[src/rtl/mpc_sample_scheduler.sv]
// mpc_sample_scheduler: periodic launcher, x0 server, u0 saturator and watchdog for an ap_ctrl_hs mpc core
module mpc_sample_scheduler #(
    parameter int                  W           = 32,
    parameter int                  PERIOD_CYC  = 10000,
    parameter int                  TIMEOUT_CYC = 9000,
    parameter int                  RST_CYC     = 2,
    parameter logic signed [W-1:0] U_MIN       = -(2**(W-2)),
    parameter logic signed [W-1:0] U_MAX       = 2**(W-2)-1,
    parameter logic signed [W-1:0] U_SAFE      = '0,
    parameter int                  CNT_W       = 16
) (
    input  logic             clk_1,
    input  logic             ap_rst,
    input  logic             en,
    input  logic             clr_flags,
    input  logic [W-1:0]     x_meas_0,
    input  logic [W-1:0]     x_meas_1,
    input  logic [W-1:0]     r_meas,
    output logic [W-1:0]     mpc_r,
    input  logic             x0_address0,
    input  logic             x0_address1,
    input  logic             x0_ce0,
    input  logic             x0_ce1,
    output logic [W-1:0]     x0_q0,
    output logic [W-1:0]     x0_q1,
    output logic             mpc_ap_start,
    input  logic             mpc_ap_done,
    input  logic             mpc_ap_ready,
    input  logic             mpc_ap_idle,
    input  logic [W-1:0]     mpc_u0,
    input  logic             mpc_u0_ap_vld,
    output logic             mpc_rst,
    output logic [W-1:0]     u_out,
    output logic             u_valid,
    output logic             busy,
    output logic             overrun,
    output logic [CNT_W-1:0] overrun_cnt,
    output logic             timeout_flt
);
    localparam int TW = $clog2(PERIOD_CYC);
    localparam int OW = $clog2(TIMEOUT_CYC + 1);
    localparam int AW = $clog2(RST_CYC + 1);
    localparam logic [1:0] S_IDLE  = 2'd0;
    localparam logic [1:0] S_RUN   = 2'd1;
    localparam logic [1:0] S_ABORT = 2'd2;

    logic [1:0]    r_state;
    logic [TW-1:0] r_tcnt;
    logic [OW-1:0] r_tocnt;
    logic [AW-1:0] r_acnt;
    logic [W-1:0]  r_xbuf [2];
    logic          w_tick;
    logic          w_fire;
    logic          w_launch;
    logic          w_ovr;
    logic          w_abort;
    logic [W-1:0]  w_u_sat;
    logic          w_unused;

    assign w_unused = mpc_ap_idle;
    assign w_tick   = r_tcnt == TW'(PERIOD_CYC - 1);
    assign w_fire   = w_tick & en;
    assign w_launch = w_fire & ((r_state == S_IDLE) | ((r_state == S_RUN) & mpc_ap_done));
    assign w_ovr    = w_fire & (((r_state == S_RUN) & ~mpc_ap_done) | (r_state == S_ABORT));
    assign w_abort  = (r_state == S_RUN) & ~mpc_ap_done & (r_tocnt == OW'(TIMEOUT_CYC - 1));
    assign w_u_sat  = $signed(mpc_u0) > U_MAX ? U_MAX : $signed(mpc_u0) < U_MIN ? U_MIN : mpc_u0;
    assign busy     = r_state != S_IDLE;
    assign mpc_rst  = r_state == S_ABORT;

    // free-running sample period counter, tick on its last count
    always_ff @(posedge clk_1) begin
        if (ap_rst) r_tcnt <= '0;
        else        r_tcnt <= w_tick ? '0 : r_tcnt + 1'b1;
    end

    // sequencer: launch/snapshot, start handshake, u0 capture, watchdog abort
    always_ff @(posedge clk_1) begin
        if (ap_rst) begin
            r_state      <= S_IDLE;
            r_tocnt      <= '0;
            r_acnt       <= '0;
            r_xbuf[0]    <= '0;
            r_xbuf[1]    <= '0;
            mpc_r        <= '0;
            mpc_ap_start <= 1'b0;
            u_out        <= '0;
            u_valid      <= 1'b0;
        end else begin
            u_valid <= 1'b0;
            r_tocnt <= r_tocnt + 1'b1;
            if ((r_state == S_RUN) & mpc_u0_ap_vld) begin
                u_out   <= w_u_sat;
                u_valid <= 1'b1;
            end
            if ((r_state == S_RUN) & mpc_ap_ready) mpc_ap_start <= 1'b0;
            if ((r_state == S_RUN) & mpc_ap_done) r_state <= S_IDLE;
            if (r_state == S_ABORT) begin
                r_acnt <= r_acnt + 1'b1;
                if (r_acnt == AW'(RST_CYC - 1)) begin
                    r_state <= S_IDLE;
                    r_acnt  <= '0;
                end
            end
            if (w_abort) begin
                r_state      <= S_ABORT;
                mpc_ap_start <= 1'b0;
                u_out        <= U_SAFE;
                u_valid      <= 1'b1;
            end
            if (w_launch) begin
                r_state      <= S_RUN;
                r_tocnt      <= '0;
                mpc_ap_start <= 1'b1;
                r_xbuf[0]    <= x_meas_0;
                r_xbuf[1]    <= x_meas_1;
                mpc_r        <= r_meas;
            end
        end
    end

    // sticky fault flags; a new event beats a simultaneous clear
    always_ff @(posedge clk_1) begin
        if (ap_rst) begin
            overrun     <= 1'b0;
            overrun_cnt <= '0;
            timeout_flt <= 1'b0;
        end else begin
            overrun     <= w_ovr | (overrun & ~clr_flags);
            overrun_cnt <= clr_flags ? CNT_W'(w_ovr) : overrun_cnt + CNT_W'(w_ovr & ~&overrun_cnt);
            timeout_flt <= w_abort | (timeout_flt & ~clr_flags);
        end
    end

    // registered x0 read ports, value held while ce is low
    always_ff @(posedge clk_1) begin
        if (ap_rst) begin
            x0_q0 <= '0;
            x0_q1 <= '0;
        end else begin
            if (x0_ce0) x0_q0 <= r_xbuf[x0_address0];
            if (x0_ce1) x0_q1 <= r_xbuf[x0_address1];
        end
    end
endmodule

[config.mk]
export PLATFORM = sky130hd
export DESIGN_NAME = mpc_sample_scheduler
export DESIGN_NICKNAME = d
export VERILOG_FILES = /design/src/rtl/mpc_sample_scheduler.sv
export SDC_FILE = /design/constraint.sdc
export NUM_CORES = 1
export LEC_CHECK = 0
export CORE_AREA = 5 5 164 166
export DETAILED_ROUTE_END_ITERATION = 7
export DIE_AREA = 0 0 169 171
export PLACE_DENSITY = 0.69
export SYNTH_ARGS = -nofsm -noshare
export SYNTH_HDL_FRONTEND = slang
export SYNTH_SLANG_ARGS = --single-unit
export TNS_END_PERCENT = 30
[constraint.sdc]
create_clock -name clk_1 -period 3.5 [get_ports clk_1]
set_input_delay 0.7 -clock clk_1 [delete_from_list [all_inputs] [get_ports clk_1]]
set_output_delay 0.7 -clock clk_1 [all_outputs]
set_load 0.01 [all_outputs]
# == Word-level counts from Yosys, hierarchy flattened ==
# Memory sizes are Yosys's and may differ from the RTL's. A register that Yosys moved wholly into a read port is not among the register bits.
# Cells that the tools add are included.
# op_classes
magnitude_cmp,2
reduce_logical,9
n_div,0
mul,0
bitwise_logic,19
n_addsub,4
shifts,0
mux,21
eq_ne,5
# ops
cell,count
2-to-1 mux 32 bit,4
greater-than comparator 32 x 31 -> 1 bit (second input constant),1
< comparator 32 x 31 -> 1 bit (second input constant),1
adder 14 x 1 -> 14 bit (second input constant),2
== test 14 bit (second input constant),2
adder 16 x 1 -> 16 bit,1
AND reduction 16 bit,1
2-to-1 mux 1 bit,12
AND 1 bit,11
2-to-1 mux 2 bit,5
OR reduction 2 bit,4
OR 1 bit,6
== test 2 x 1 -> 1 bit (second input constant),2
nonzero test 3 bit,1
adder 2 x 1 -> 2 bit (second input constant),1
== test 2 bit (second input constant),1
logical NOT 2 bit,1
NOT 1 bit,2
nonzero test 2 bit,1
logical NOT 1 bit,1
# totals
mem_count,1
ff_bits,116
rom_bits,0
out_inout_bits,150
latchBits,0
ram_bits,64
elab_cells,74
inputBits,140
# mem_list
memory,words,word_bits,read_ports,rd_ports_with_merged_regs,wr,line,text
r_xbuf,2,32,2,2,2,51,logic [W-1:0] r_xbuf [2];

# == Logic depth before layout (Yosys ltp) ==
# logic_depth
depth_word,8
depth_mapped,12
depth_no_buf,11

# == Worst setup path before layout ==
# OpenSTA, ideal clock, no wires.
# synth_timing
kind,input -> register
from,input en
to,register overrun_cnt[14]
setup_slack_ps,674
setup_ps,71
path_stages,10
t_required_ps,3429
t_arrival_ps,2755
n_path_buf,1
path_cell_list,nor3b_1 -> and4_1 -> buf_2 -> o21ai_0 -> a21oi_1 -> ha_1 -> ha_1 -> nand3_1 -> or4_1 -> a21oi_1
# synth_via
elab_chain_cells,4
# synth_rtl
element,line,text
"start, declared",14,"input logic en,"
AND 1 bit,62,assign w_fire = w_tick & en;
AND 1 bit,64,assign w_ovr = w_fire & (((r_state == S_RUN) & ~mpc_ap_done) | (r_state == S_ABORT));
AND 1 bit,129,overrun_cnt <= clr_flags ? CNT_W'(w_ovr) : overrun_cnt + CNT_W'(w_ovr & ~&overrun_cnt);
adder 16 x 1 -> 16 bit,129,
"end signal, assigned",129,
"end, declared",37,"output logic [CNT_W-1:0] overrun_cnt,"
# No other way between the ends.
# A chain may end at the register's enable or synchronous reset.

# == Worst setup path in the final report ==
# Same ends and word-level chain as after synthesis.

==> metrics.md <==
| Metric | Value |
|---|---|
| Vias | `8008` |
| Pre-CTS WS | `-0.0192 ns` |
| Status | `finished clean` |
| CP endpoint kind | `flop` |
| Die area | `28900 um^2` |
| Inserted Clock Buffers | `27` |
| CP Class | `input port to flop` |
| Final Max Tran Viols | `0` |
| RSZ-0062 raised after global routing | `false` |
| Leakage | `4.99 nW` |
| Hpwl dp | `19.1 mm` |
| Register area share after synthesis | `55.7%` |
| Synthesized instance count | `977` |
| Combinational Power Share | `8.2%` |
| Maximum root-to-sink buffer count | `3` |
| H-tree depth | `1` |
| Initial antenna violation count | `6` |
| Storage cell area | `5530 um^2` |
| Syn_area_per_cell | `10.2 um^2` |
| Min cycle time layout | `3.03 ns` |
| Required time of the worst setup path | `3.94 ns` |
| Wire per inst | `17.2 um` |
| Layout cell share with drive strength beyond 1 | `5.72%` |
| Root Driver | `clkbuf_16` |
| Layout filler cell count | `2257` |
| Sequential share of power | `48.2%` |
| Pwr dens | `450 nW/um^2` |
| Total global-route track usage | `17.9%` |
| Max rail drop VDD | `0.279 mV` |
| Post-synthesis cell area | `9920 um^2` |
| Yosys warns | `0` |
| First-pass GRT wire length | `42.3 mm` |
| Routed vias/inst | `5.01` |
| Clock skew | `0.00805 ns` |
| Clk sinks | `244` |
| DRC | `0` |
| Worst path arrival time | `3.46 ns` |
| Starting Density | `38.9%` |
| Standard-cell rows | `59` |
| Sw frac | `21.4%` |
| Routability congestion estimate | `0.790` |
| Slowest-stage cell, CP | `or4_1` |
| Largest stage delay, worst path | `0.50 ns` |
| Post-CTS resize count | `0` |
| Fmax | `330 MHz` |
| Top-area cell type share of the netlist area | `36.3%` |
| Gr ovfl total | `0` |
| Syn nets | `1122` |
| Slew @ Worst Pin | `0.866 ns` |
| Initial DRC Count | `437` |
| Post-cts hold buffer count | `0` |
| Final Cycle Share | `86.5%` |
| Util after Layout | `54.6%` |
| Setup slack after layout | `0.474 ns` |
| Area growth syn-to-layout | `40.1%` |
| Antenna Nets Post-Route | `0` |
| Pint | `0.00491 W` |
| Setup crit start kind | `input port` |
| Worst min-delay path category | `flop to flop` |
| Die Wd | `169 um` |
| TritonCTS clock tree | `yes` |
| Netlist cell types | `45` |
| Core region area | `25500 um^2` |
| Chip height | `171 um` |
| Worst-path clk slew | `0.06 ns` |
| Leading area contributor after synthesis | `dfxtp_1` |
| Port Buf Inserts | `288` |
| P_sw | `0.00134 W` |
| Fin nets | `1384` |
| Multi-input logic area | `4020 um^2` |
| Vias in the first global route | `7755` |
| Number of detailed-route iterations in the first pass | `5` |
| Yosys reg bits | `244` |
| Max cap viols | `0` |
| Clock power share | `43.6%` |
| Pwr Total | `0.00625 W` |
| Synth top area cells | `dfxtp_1 36%, edfxtp_1 19%, a211oi_1 7.1%, mux2i_1 6.5%, nor2_1 5.0%` |
| Critical path cell sequence | `clkdlybuf4s50_1 > nor3b_1 > buf_4 > and4_1 > o21ai_0 > a21oi_1 > ha_1 > ha_1 > nand3_1 > or4_1 > a21oi_1` |
| Final setup violation count | `0` |
| Setup Fix Bufs, Post-CTS | `0` |
| Final Hold Fails | `0` |
| Worst slew margin | `42.3%` |
| WL final | `27.4 mm` |
| Clk Latency, worst-skew pair | `0.52 ns` |
| Ports | `290` |
| Pin count of the biggest net entering global routing | `66` |
| Crit-path max FO | `5` |
[cell usage after synthesis (all sizes together)]
master and count:
nand4b 1, nand3 46, nor4 6, buf 23
dfxtp 180, clkbuf 54, a31o 1, nand4 10
ha 5, or3 5, and4b 1, o22ai 1
a21o 1, mux2i 64, nor2b 3, and3 4
edfxtp 64, and4 6, xnor2 17, a21oi 49
nor4b 1, or2 3, nor3b 1, o21ai 40
o31ai 3, nand2 20, or4 2, nor3 38
xor2 14, and2 69, a211oi 94, o21bai 2
nand2b 4, inv 10, a41o 2, nor2 133
[sequential cells by signal, summed over array words and instances (netlist names), 2 cells and up]
signal       cells
mpc_r           32
overrun_cnt     16
r_acnt           2
r_state          2
r_tcnt          14
r_tocnt         14
r_xbuf          64
u_out           32
x0_q0           32
x0_q1           32
[final cells by class]
class | instances | share of cell area (%)
diodes | 5 | 0.0900
clock buffers | 36 | 5.18
clock inverters | 13 | 0.945
inverters | 10 | 0.270
multi-input cells | 646 | 28.9
flip-flops and latches | 244 | 39.7
well taps | 335 | 3.02
repair buffers | 310 | 21.9
[path summary, 6_finish.rpt]
path	from	to	slack, ns	depth (start not counted)
min reg2reg	r_acnt[1]$_SDFFE_PP0N_	r_acnt[1]$_SDFFE_PP0N_	0.43	2
max	en	overrun_cnt[14]$_SDFF_PP0_	0.47	11
max reg2reg	r_tcnt[0]$_SDFF_PP0_	overrun_cnt[14]$_SDFF_PP0_	0.54	10
min	r_acnt[1]$_SDFFE_PP0N_	r_acnt[1]$_SDFFE_PP0N_	0.43	2
[cells by family (layout without fill, tap and decap cells)]
| family | Yosys count | after routing | share of synthesized area (%) |
|---|---|---|---|
| other cells | 0 | 5 | 0 |
| xor+xnor | 31 | 31 | 2.74 |
| buf+inv | 87 | 369 | 3.94 |
| simple gates | 353 | 353 | 18.1 |
| mux | 64 | 64 | 6.46 |
| compound gates | 193 | 193 | 12.4 |
| fa+ha+maj | 5 | 5 | 0.631 |
| flops | 244 | 244 | 55.7 |
[worst max-delay path, delay by kind of cell]
kind	cells	cell delay (ns)
compound gates	3	0.62
fa+ha+maj	2	0.46
simple gates	4	1.09
buf+inv	2	0.61
[power groups by stage]
| stage | logic [W] | registers (W) | clock network (W) |
|---|---|---|---|
| detailed placement | 0.000516 | 0.00308 | 0 |
| CTS | 0.000518 | 0.00302 | 0.00281 |
| floorplan | 0.000184 | 0.00309 | 0 |
| finish | 0.000513 | 0.00302 | 0.00273 |
| global placement | 0.000515 | 0.00307 | 0 |
| global route | 0.000551 | 0.00302 | 0.00293 |
[cell usage in the layout, fill, tap and decap left out, types with 4 or more instances in the layout]
master	n
clkdlybuf4s50_1	283
dfxtp_1	180
nor2_1	133
a211oi_1	94
and2_1	68
mux2i_1	64
edfxtp_1	64
a21oi_1	48
nand3_1	45
o21ai_0	39
nor3_1	37
clkbuf_16	27
buf_4	22
nand2_1	20
xnor2_1	17
xor2_1	14
inv_1	10
nand4_1	9
clkbuf_1	8
clkinv_1	7
and4_1	6
nor4_1	6
diode_2	5
or3_1	5
ha_1	5
and3_1	4
nand2b_1	4
buf_2	4
[layer usage]
layer  global-route usage [%]  share of wire [%]  vias up  routed length, um
li1                         -                  -     4000                  -
met1                     22.4                 42     3753              11400
met2                     30.3                 49      217              13500
met3                     5.31                7.5       36               2050
met4                     4.66                1.8        2                492
met5                        0              0.047        -                 13
[metrics by stage]
| step | hold slack, ns | TNS (ns) | std cells | area [um^2] |
|---|---|---|---|---|
| 3_5_place_dp | 0.427 | -0.0192 | 1545 | 13000 |
| 5_1_grt | 0.470 | 0 | 1599 | 13900 |
| 6_report | 0.430 | 0 | 1599 | 13900 |
| 3_3_place_gp | 0.421 | 0 | 1545 | 13000 |
| 2_1_floorplan | 0.412 | 0 | 977 | 9920 |
| 4_1_cts | 0.435 | 0 | 1594 | 13900 |
Power figures use the tool's default switching activity.
